==> config.mk <==
export PLATFORM = sky130hd
export DESIGN_NAME = ov_7670_fb_writer_flat
export DESIGN_NICKNAME = d
export VERILOG_FILES = /design/src/rtl/ov_7670_fb_writer_if.sv /design/src/rtl/ov_7670_fb_writer.sv /design/src/flat_wrapper.sv
export SDC_FILE = /design/constraint.sdc
export NUM_CORES = 1
export LEC_CHECK = 0
export ABC_CLOCK_PERIOD_IN_PS = 9000
export CELL_PAD_IN_SITES_DETAIL_PLACEMENT = 1
export CELL_PAD_IN_SITES_GLOBAL_PLACEMENT = 2
export CORE_MARGIN = 3
export CORE_UTILIZATION = 45
export CTS_CLUSTER_DIAMETER = 30
export DETAILED_ROUTE_END_ITERATION = 6
export PLACE_DENSITY = 0.78
export SETUP_SLACK_MARGIN = 0.5
export SYNTH_ARGS = -nofsm -noshare
export SYNTH_HDL_FRONTEND = slang
export SYNTH_SLANG_ARGS = --single-unit
==> constraint.sdc <==
create_clock -name pclk -period 9 [get_ports pclk]
set_clock_uncertainty 0.1 [all_clocks]
set_input_delay 1.8 -clock pclk [delete_from_list [all_inputs] [get_ports pclk]]
set_output_delay 1.8 -clock pclk [all_outputs]
set_load 0.1 [all_outputs]
==> src/rtl/ov_7670_fb_writer_if.sv <==
// Frame-buffer write port: show-ahead word with valid/ready handshake.
interface ov_7670_fb_writer_if;
  logic        mem_wvalid;
  logic        mem_wready;
  logic [17:0] mem_addr;
  logic [31:0] mem_wdata;
  logic [3:0]  mem_be;

  modport master (output mem_wvalid, mem_addr, mem_wdata, mem_be, input mem_wready);
  modport slave  (input mem_wvalid, mem_addr, mem_wdata, mem_be, output mem_wready);
endinterface

==> src/rtl/ov_7670_fb_writer.sv <==
// OV7670 frame-buffer writer: RGB888->RGB565, even/odd pixel pairing, word FIFO
// draining over a valid/ready port, with overflow/drop/frame status.
module ov_7670_fb_writer #(
  parameter int unsigned DEPTH = 8
) (
  input  logic                     pclk,
  input  logic                     rst_n,
  input  logic                     cap_we,
  input  logic [18:0]              cap_addr,
  input  logic [23:0]              cap_data,
  input  logic                     flush,
  ov_7670_fb_writer_if.master      mem,
  output logic [$clog2(DEPTH):0]   fifo_level,
  output logic                     overflow,
  output logic [15:0]              drop_cnt,
  output logic [7:0]               frame_cnt
);

  localparam int unsigned AW = $clog2(DEPTH);

  typedef struct packed {
    logic [17:0] addr;
    logic [31:0] data;
    logic [3:0]  be;
  } word_t;

  word_t       fifo_q [DEPTH];
  logic [AW-1:0] wr_ptr, rd_ptr;

  logic        pend_v;
  logic [18:0] pend_addr;
  logic [15:0] pend_data;

  logic        nxt_pend_v;
  logic [18:0] nxt_pend_addr;
  logic [15:0] nxt_pend_data;
  logic [15:0] pix565;
  logic        push, stale, pop, full, accept, drop_full;
  word_t       push_word, head;
  logic [1:0]  drop_inc;
  logic [16:0] drop_sum;

  assign pix565 = {cap_data[23:19], cap_data[15:10], cap_data[7:3]};

  always_comb begin
    push          = 1'b0;
    stale         = 1'b0;
    push_word     = '0;
    nxt_pend_v    = pend_v;
    nxt_pend_addr = pend_addr;
    nxt_pend_data = pend_data;
    if (cap_we) begin
      if (!cap_addr[0]) begin
        if (pend_v) begin
          push      = 1'b1;
          push_word = '{addr: pend_addr[18:1], data: {16'h0000, pend_data}, be: 4'b0011};
        end
        nxt_pend_v    = 1'b1;
        nxt_pend_addr = cap_addr;
        nxt_pend_data = pix565;
      end else begin
        push       = 1'b1;
        nxt_pend_v = 1'b0;
        if (pend_v && (pend_addr[18:1] == cap_addr[18:1])) begin
          push_word = '{addr: cap_addr[18:1], data: {pix565, pend_data}, be: 4'b1111};
        end else begin
          push_word = '{addr: cap_addr[18:1], data: {pix565, 16'h0000}, be: 4'b1100};
          stale     = pend_v;
        end
      end
    end else if (flush && pend_v) begin
      push       = 1'b1;
      push_word  = '{addr: pend_addr[18:1], data: {16'h0000, pend_data}, be: 4'b0011};
      nxt_pend_v = 1'b0;
    end
  end

  assign full      = (fifo_level == (AW+1)'(DEPTH));
  assign pop       = mem.mem_wvalid && mem.mem_wready;
  assign accept    = push && (!full || pop);
  assign drop_full = push && full && !pop;
  assign drop_inc  = {1'b0, stale} + {1'b0, drop_full};
  assign drop_sum  = {1'b0, drop_cnt} + {15'h0000, drop_inc};

  // Head is masked when empty so the port reads zero after reset.
  assign head           = fifo_q[rd_ptr];
  assign mem.mem_wvalid = (fifo_level != '0);
  assign mem.mem_addr   = mem.mem_wvalid ? head.addr : '0;
  assign mem.mem_wdata  = mem.mem_wvalid ? head.data : '0;
  assign mem.mem_be     = mem.mem_wvalid ? head.be   : '0;

  always_ff @(posedge pclk) begin
    if (accept) fifo_q[wr_ptr] <= push_word;
  end

  always_ff @(posedge pclk or negedge rst_n) begin
    if (!rst_n) begin
      wr_ptr     <= '0;
      rd_ptr     <= '0;
      fifo_level <= '0;
      pend_v     <= 1'b0;
      pend_addr  <= '0;
      pend_data  <= '0;
      overflow   <= 1'b0;
      drop_cnt   <= '0;
      frame_cnt  <= '0;
    end else begin
      pend_v    <= nxt_pend_v;
      pend_addr <= nxt_pend_addr;
      pend_data <= nxt_pend_data;
      if (accept) wr_ptr <= wr_ptr + 1'b1;
      if (pop)    rd_ptr <= rd_ptr + 1'b1;
      case ({accept, pop})
        2'b10:   fifo_level <= fifo_level + 1'b1;
        2'b01:   fifo_level <= fifo_level - 1'b1;
        default: fifo_level <= fifo_level;
      endcase
      if (drop_full) overflow <= 1'b1;
      if (drop_inc != 2'b00) drop_cnt <= drop_sum[16] ? 16'hFFFF : drop_sum[15:0];
      if (cap_we && (cap_addr == '0)) frame_cnt <= frame_cnt + 1'b1;
    end
  end

endmodule
==> src/flat_wrapper.sv <==
// flat-port wrapper written by rule: the top's interface ports become plain ports
module ov_7670_fb_writer_flat 
#(
  parameter int unsigned DEPTH = 8
)
  (pclk, rst_n, cap_we, cap_addr, cap_data, flush, fifo_level, overflow, drop_cnt, frame_cnt, mem_mem_wvalid, mem_mem_addr, mem_mem_wdata, mem_mem_be, mem_mem_wready);
  ov_7670_fb_writer_if mem_i ();
  input  logic pclk;
  input  logic rst_n;
  input  logic cap_we;
  input  logic [18:0] cap_addr;
  input  logic [23:0] cap_data;
  input  logic flush;
  output logic [$clog2(DEPTH):0] fifo_level;
  output logic overflow;
  output logic [15:0] drop_cnt;
  output logic [7:0] frame_cnt;
  output wire logic [$bits(mem_i.mem_wvalid)-1:0] mem_mem_wvalid;
  output wire logic [$bits(mem_i.mem_addr)-1:0] mem_mem_addr;
  output wire logic [$bits(mem_i.mem_wdata)-1:0] mem_mem_wdata;
  output wire logic [$bits(mem_i.mem_be)-1:0] mem_mem_be;
  input wire logic [$bits(mem_i.mem_wready)-1:0] mem_mem_wready;
  assign mem_mem_wvalid = mem_i.mem_wvalid;
  assign mem_mem_addr = mem_i.mem_addr;
  assign mem_mem_wdata = mem_i.mem_wdata;
  assign mem_mem_be = mem_i.mem_be;
  assign mem_i.mem_wready = mem_mem_wready;
  ov_7670_fb_writer #(.DEPTH(DEPTH)) u_core (.pclk(pclk), .rst_n(rst_n), .cap_we(cap_we), .cap_addr(cap_addr), .cap_data(cap_data), .flush(flush), .mem(mem_i), .fifo_level(fifo_level), .overflow(overflow), .drop_cnt(drop_cnt), .frame_cnt(frame_cnt));
endmodule
After elaboration in Yosys (flattened, before gate mapping)
Memories as Yosys holds them, arrays and structs flattened.
Cells that the tools add are included.
- bits in registers: 70
- bits in writable memories: 432
- bits of input ports: 48
- output and inout bits: 84
- word-level logic and storage cells: 60
- memories kept: 1
- memories (name ; depth ; width ; read ports ; clocked after memory_dff ; write ports ; RTL line ; text):
    u_core.fifo_q ; 8 ; 54 ; 1 ; 0 ; 1 ; ov_7670_fb_writer.sv:27 ; word_t fifo_q [DEPTH];
- add/sub/neg operators: 7
- eq/ne operators: 4
- muxes and demuxes: 22
- bitwise operators: 1
- reduce and logical (&&, ||, !) cells: 16
- operators with widths (cell ; number):
    54-bit two-way mux ; 4
    32-bit two-way mux ; 1
    20-bit two-way mux ; 1
    19-bit zero test ; 1
    18-bit equality test ; 1
    18-bit two-way mux ; 1
    16-bit by 2-bit adder with 17-bit output ; 1
    16-bit two-way mux ; 1
    1-bit two-way mux ; 12
    8-bit by 1-bit adder with 8-bit output (second input constant) ; 1
    4-bit case mux with 2 select lines ; 1
    1-bit logical AND ; 7
    3-bit by 1-bit adder with 3-bit output (second input constant) ; 2
    2-bit nonzero test ; 3
    4-bit by 1-bit adder with 4-bit output (second input constant) ; 1
    4-bit equality test (second input constant) ; 1
    4-bit two-way mux ; 1
    4-bit nonzero test ; 1
    4-bit by 1-bit subtractor with 4-bit output (second input constant) ; 1
    1-bit by 1-bit adder with 2-bit output ; 1
    2-bit by 1-bit equality test with 1-bit output (second input constant) ; 1
    2-bit equality test (second input constant) ; 1
    1-bit zero test ; 2
    2-bit AND reduction ; 1
    other kinds (2) ; 2

Depth between registers and ports, before layout
- depth in word-level cells: 8
- depth in mapped cells: 13
- mapped depth without buffers: 11

Worst setup path before layout
OpenSTA, ideal clock, no wires.
- kind: input -> register
- start point: input port cap_we
- end point: memory u_core.fifo_q[2][10] (netlist bit), enable pin
- setup time: 0.609 ns
- arrival time: 7.981 ns
- required time: 8.291 ns
- slack: 0.311 ns
- cell stages on the path: 5
- buffers on the path: 2
- cell sequence: clkbuf_1 -> nor2_1 -> a211o_1 -> clkbuf_1 -> nor4b_1
- cells in the longest elaborated chain, start to end: 4
- ends and longest elaborated chain (item ; RTL line ; text):
    from (decl) ; flat_wrapper.sv:10 ; input logic cap_we;
    1-bit two-way mux ; ov_7670_fb_writer.sv:52 ; if (cap_we) begin
    1-bit logical AND ; ov_7670_fb_writer.sv:80 ; assign accept = push && (!full || pop);
    1-bit two-way mux ; ov_7670_fb_writer.sv:93 ; if (accept) fifo_q[wr_ptr] <= push_word;
    1-bit two-way mux (not written as such) ; ov_7670_fb_writer.sv:93 ;
    to (decl) ; ov_7670_fb_writer.sv:27 ;
Every way passes these cells.

Final worst setup path
- start point: register u_core.rd_ptr[1]
- end point: output port mem_mem_addr[8]
- cells in the longest elaborated chain, start to end: 2
- ends and longest elaborated chain (item ; RTL line ; text):
    from (decl) ; ov_7670_fb_writer.sv:28 ; logic [AW-1:0] wr_ptr, rd_ptr;
    from (signal assigned) ; ov_7670_fb_writer.sv:112 ; if (pop) rd_ptr <= rd_ptr + 1'b1;
    memory 8 x 54 bit ; n/a ;
    18-bit two-way mux ; ov_7670_fb_writer.sv:88 ; assign mem.mem_addr = mem.mem_wvalid ? head.addr : '0;
    to (decl) ; flat_wrapper.sv:19 ; output wire logic [$bits(mem_i.mem_addr)-1:0] mem_mem_addr;
Every way passes these cells.

==> impl_results.md <==
* GRT Total Usage at 21.1%
* Worst-path fanout max at 61
* First-pass GRT wire length at 74,400 um
* Die area at 0.0468 mm^2
* Die Y at 216 um
* Mapped Cells at 1,076
* Synthesized flop and latch total at 486
* Pwr Density at 411 mW/mm^2
* Cell taking the most area after synthesis: edfxtp_1
* Wire per inst at 25.3 um
* N_diodes at 0
* Worst Hold Depth at 1
* Final Hold Vio Count at 0
* I/O pins at 132
* Area grow syn2layout at 25.8%
* Ys async rst share at 14.4%
* Sequential fraction of the synthesis area at 71.5%
* Layout cell share with drive strength beyond 1 at 25.5%
* RSZ-0062 raised after global routing: false
* TritonCTS Buffers at 96
* Die width at 216 um
* DRC Markers at 0
* Reg clk slew, reported paths at 50 ps
* Routed WL at 48,600 um
* Nets at 1,314
* Vias per cell at 5.62
* CTS tree: built
* Synth Area per Inst at 18.5 um^2
* Critical Path RT at 7100 ps
* Pwr Total at 10.3 mW
* Detailed Routing Iterations Pass 1 at 4
* Pin slew with the least headroom to its limit at 1140 ps
* Vias in the first global route at 12,054
* Global placer's final weighted congestion at 0.717
* Final Cycle Share at 69.5%
* EDFF count, synth at 416
* Clock H-tree levels at 3
* CTS Buffer Depth at 3
* CP Capture Type: primary output
* DR vias at 10,802
* Relative slew slack at 23.0%
* FF-to-FF path depth at 11
* Mapped cell area at 0.0199 mm^2
* Cts repair resizes at 0
* Final Max Tran Viols at 0
* CP arrival at 4350 ps
* Starting density of the core at 45.9%
* Max VDD drop at 0.370 mV
* Final Setup Violations at 0
* Inst Count DP at 1,741
* Status: finished, final reports clean
* Crit path time final at 6250 ps
* DRT antenna net count at 0
* GRT overflow at 0
* Pin count of the biggest net entering global routing at 63
* Netlist cell types at 43
* Max Fclk at 0.160 GHz
* Total core area at 0.0434 mm^2
* HP Class: flip-flop to flip-flop
* Post-CTS setup buffers at 0
* Top cell type's share of synthesized area at 62.7%
* Top cells by area, synth: edfxtp_1 63%, mux4_2 12%, dfrtp_1 8.8%
* CTS root buffer: clkbuf_16
* Layout Cells excl Fill at 1,922
* Cts hold-fix bufs at 0
* Synth warn at 0
* Critical path class: flip-flop to primary output
* CP Launch Type: flip-flop
* Maxcap violations at 0
* Cell row count at 76
* Port Buf Inserts at 123
* Ys flop type: edfxtp_1
* Worst-Skew Late Latency at 620 ps
* P_leak at 8.90 nW
* Dpl hpwl at 25,200 um
* TNS Setup at 0 ps
* DR iter-0 viols at 777
* Antenna violations before repair at 1
* Sink Count at 486
* Syn nets at 1,136
cells in the final DEF, fill, tap and decap left out, types with 8 or more instances in the layout:
cell type	instances
nand4_1	18
clkinvlp_4	16
buf_4	20
a21oi_1	20
mux2_2	38
nand3_1	11
clkinv_4	8
clkbuf_1	8
ha_1	10
mux4_2	104
mux2i_1	57
bufinv_16	11
nand2_1	25
clkinv_1	14
nor3_1	8
a22o_1	17
clkbuf_16	97
clkinv_2	19
nor3b_1	17
clkdlybuf4s50_1	122
edfxtp_1	416
o21ai_0	20
and3_1	19
inv_1	10
xor2_1	28
xnor2_1	13
nor2_1	62
dfrtp_1	67
registers in the layout (all words and copies together) (netlist names):
signal,flops
u_core.wr_ptr,3
u_core.overflow,1
u_core.drop_cnt,16
u_core.pend_addr,18
u_core.fifo_level,4
u_core.frame_cnt,8
u_core.pend_v,1
u_core.pend_data,16
u_core.fifo_q,416
u_core.rd_ptr,3
cells in the mapped netlist (4+ instances only):
cell and number:
mux2i_1 57, ha_1 10, buf_2 9, nor4_1 9
and3_1 19, inv_1 10, nor3b_1 17, nor2_1 62
a21oi_1 20, xor2_1 28, nor3_1 10, mux4_2 104
nand4_1 18, nand3_1 11, nor4b_1 5, o21ai_0 20
xnor2_1 13, edfxtp_1 416, nand2b_1 4, mux2_2 38
clkbuf_1 44, buf_1 6, and2_1 4, a22o_1 17
nand2_1 25, dfrtp_1 70
layout make-up:
cell class              instances  area [um^2]
fillers                      3907        18300
well taps                     585          732
multi-input cells             517         5430
inverters                      10         37.5
clock buffers                 105         2460
repair buffers                143         1390
flip-flops and latches        486        14300
clock inverters                76          764
critical path: stages (launching register included):
cell and delay, ps:
dfrtp_4 1020, buf_4 720, mux4_2 340, mux2i_1 70, nor2_1 310, clkdlybuf4s50_1 1200
kinds of logic after synthesis:
kind of cell | Yosys count | share of synthesized area [%]
AO/OA/AOI/OAI | 64 | 2.03
XOR/XNOR | 41 | 1.80
adder cells (fa/ha/maj) | 12 | 0.829
buffers and inverters | 73 | 1.54
flip-flops | 486 | 71.5
multiplexers | 199 | 16.8
AND/OR/NAND/NOR | 201 | 5.53
path summary, 6_finish.rpt:
path                       slack [ps]                              end                       startpoint
setup / recovery                 2750                  mem_mem_addr[8]     u_core.rd_ptr[1]$_DFFE_PN0P_
hold / removal                    370      u_core.overflow$_DFFE_PN0P_      u_core.overflow$_DFFE_PN0P_
setup reg to reg                 5310  u_core.drop_cnt[13]$_DFFE_PN0P_  u_core.pend_addr[4]$_DFFE_PN0P_
hold reg to reg                   370      u_core.overflow$_DFFE_PN0P_      u_core.overflow$_DFFE_PN0P_
max in group asynchronous        6790     u_core.rd_ptr[2]$_DFFE_PN0P_                            rst_n
min in group asynchronous        1060  u_core.pend_addr[7]$_DFFE_PN0P_                            rst_n
report_power, final:
| part | internal, mW | total [mW] | switching, mW |
|---|---|---|---|
| logic | 1.13 | 3.85 | 2.72 |
| clock network | 2.29 | 3.48 | 1.18 |
| registers | 2.74 | 2.99 | 0.245 |
| total | 6.16 | 10.3 | 4.15 |
stage by stage:
step / cell area (um^2) / util [%] / hold WS [ps] / setup WS, ps
3_3_place_gp: 21800 / 50.4 / 358 / 3200
2_1_floorplan: 19900 / - / 416 / 311
5_1_grt: 25100 / 57.8 / 408 / 2580
3_5_place_dp: 21800 / 50.4 / 367 / 3060
4_1_cts: 25100 / 57.8 / 378 / 2660
6_report: 25100 / 57.8 / 372 / 2750
metal layers:
metal  global-route usage, %  share of wire [%]  vias to the layer above
met5                       0                  0                        -
met4                    7.22                2.3                        0
met3                    4.21                4.7                       75
met2                    36.6                 52                      284
met1                    26.8                 41                     5737
li1                        -                  -                     4706
No activity file was read; power rests on OpenSTA's default activity.
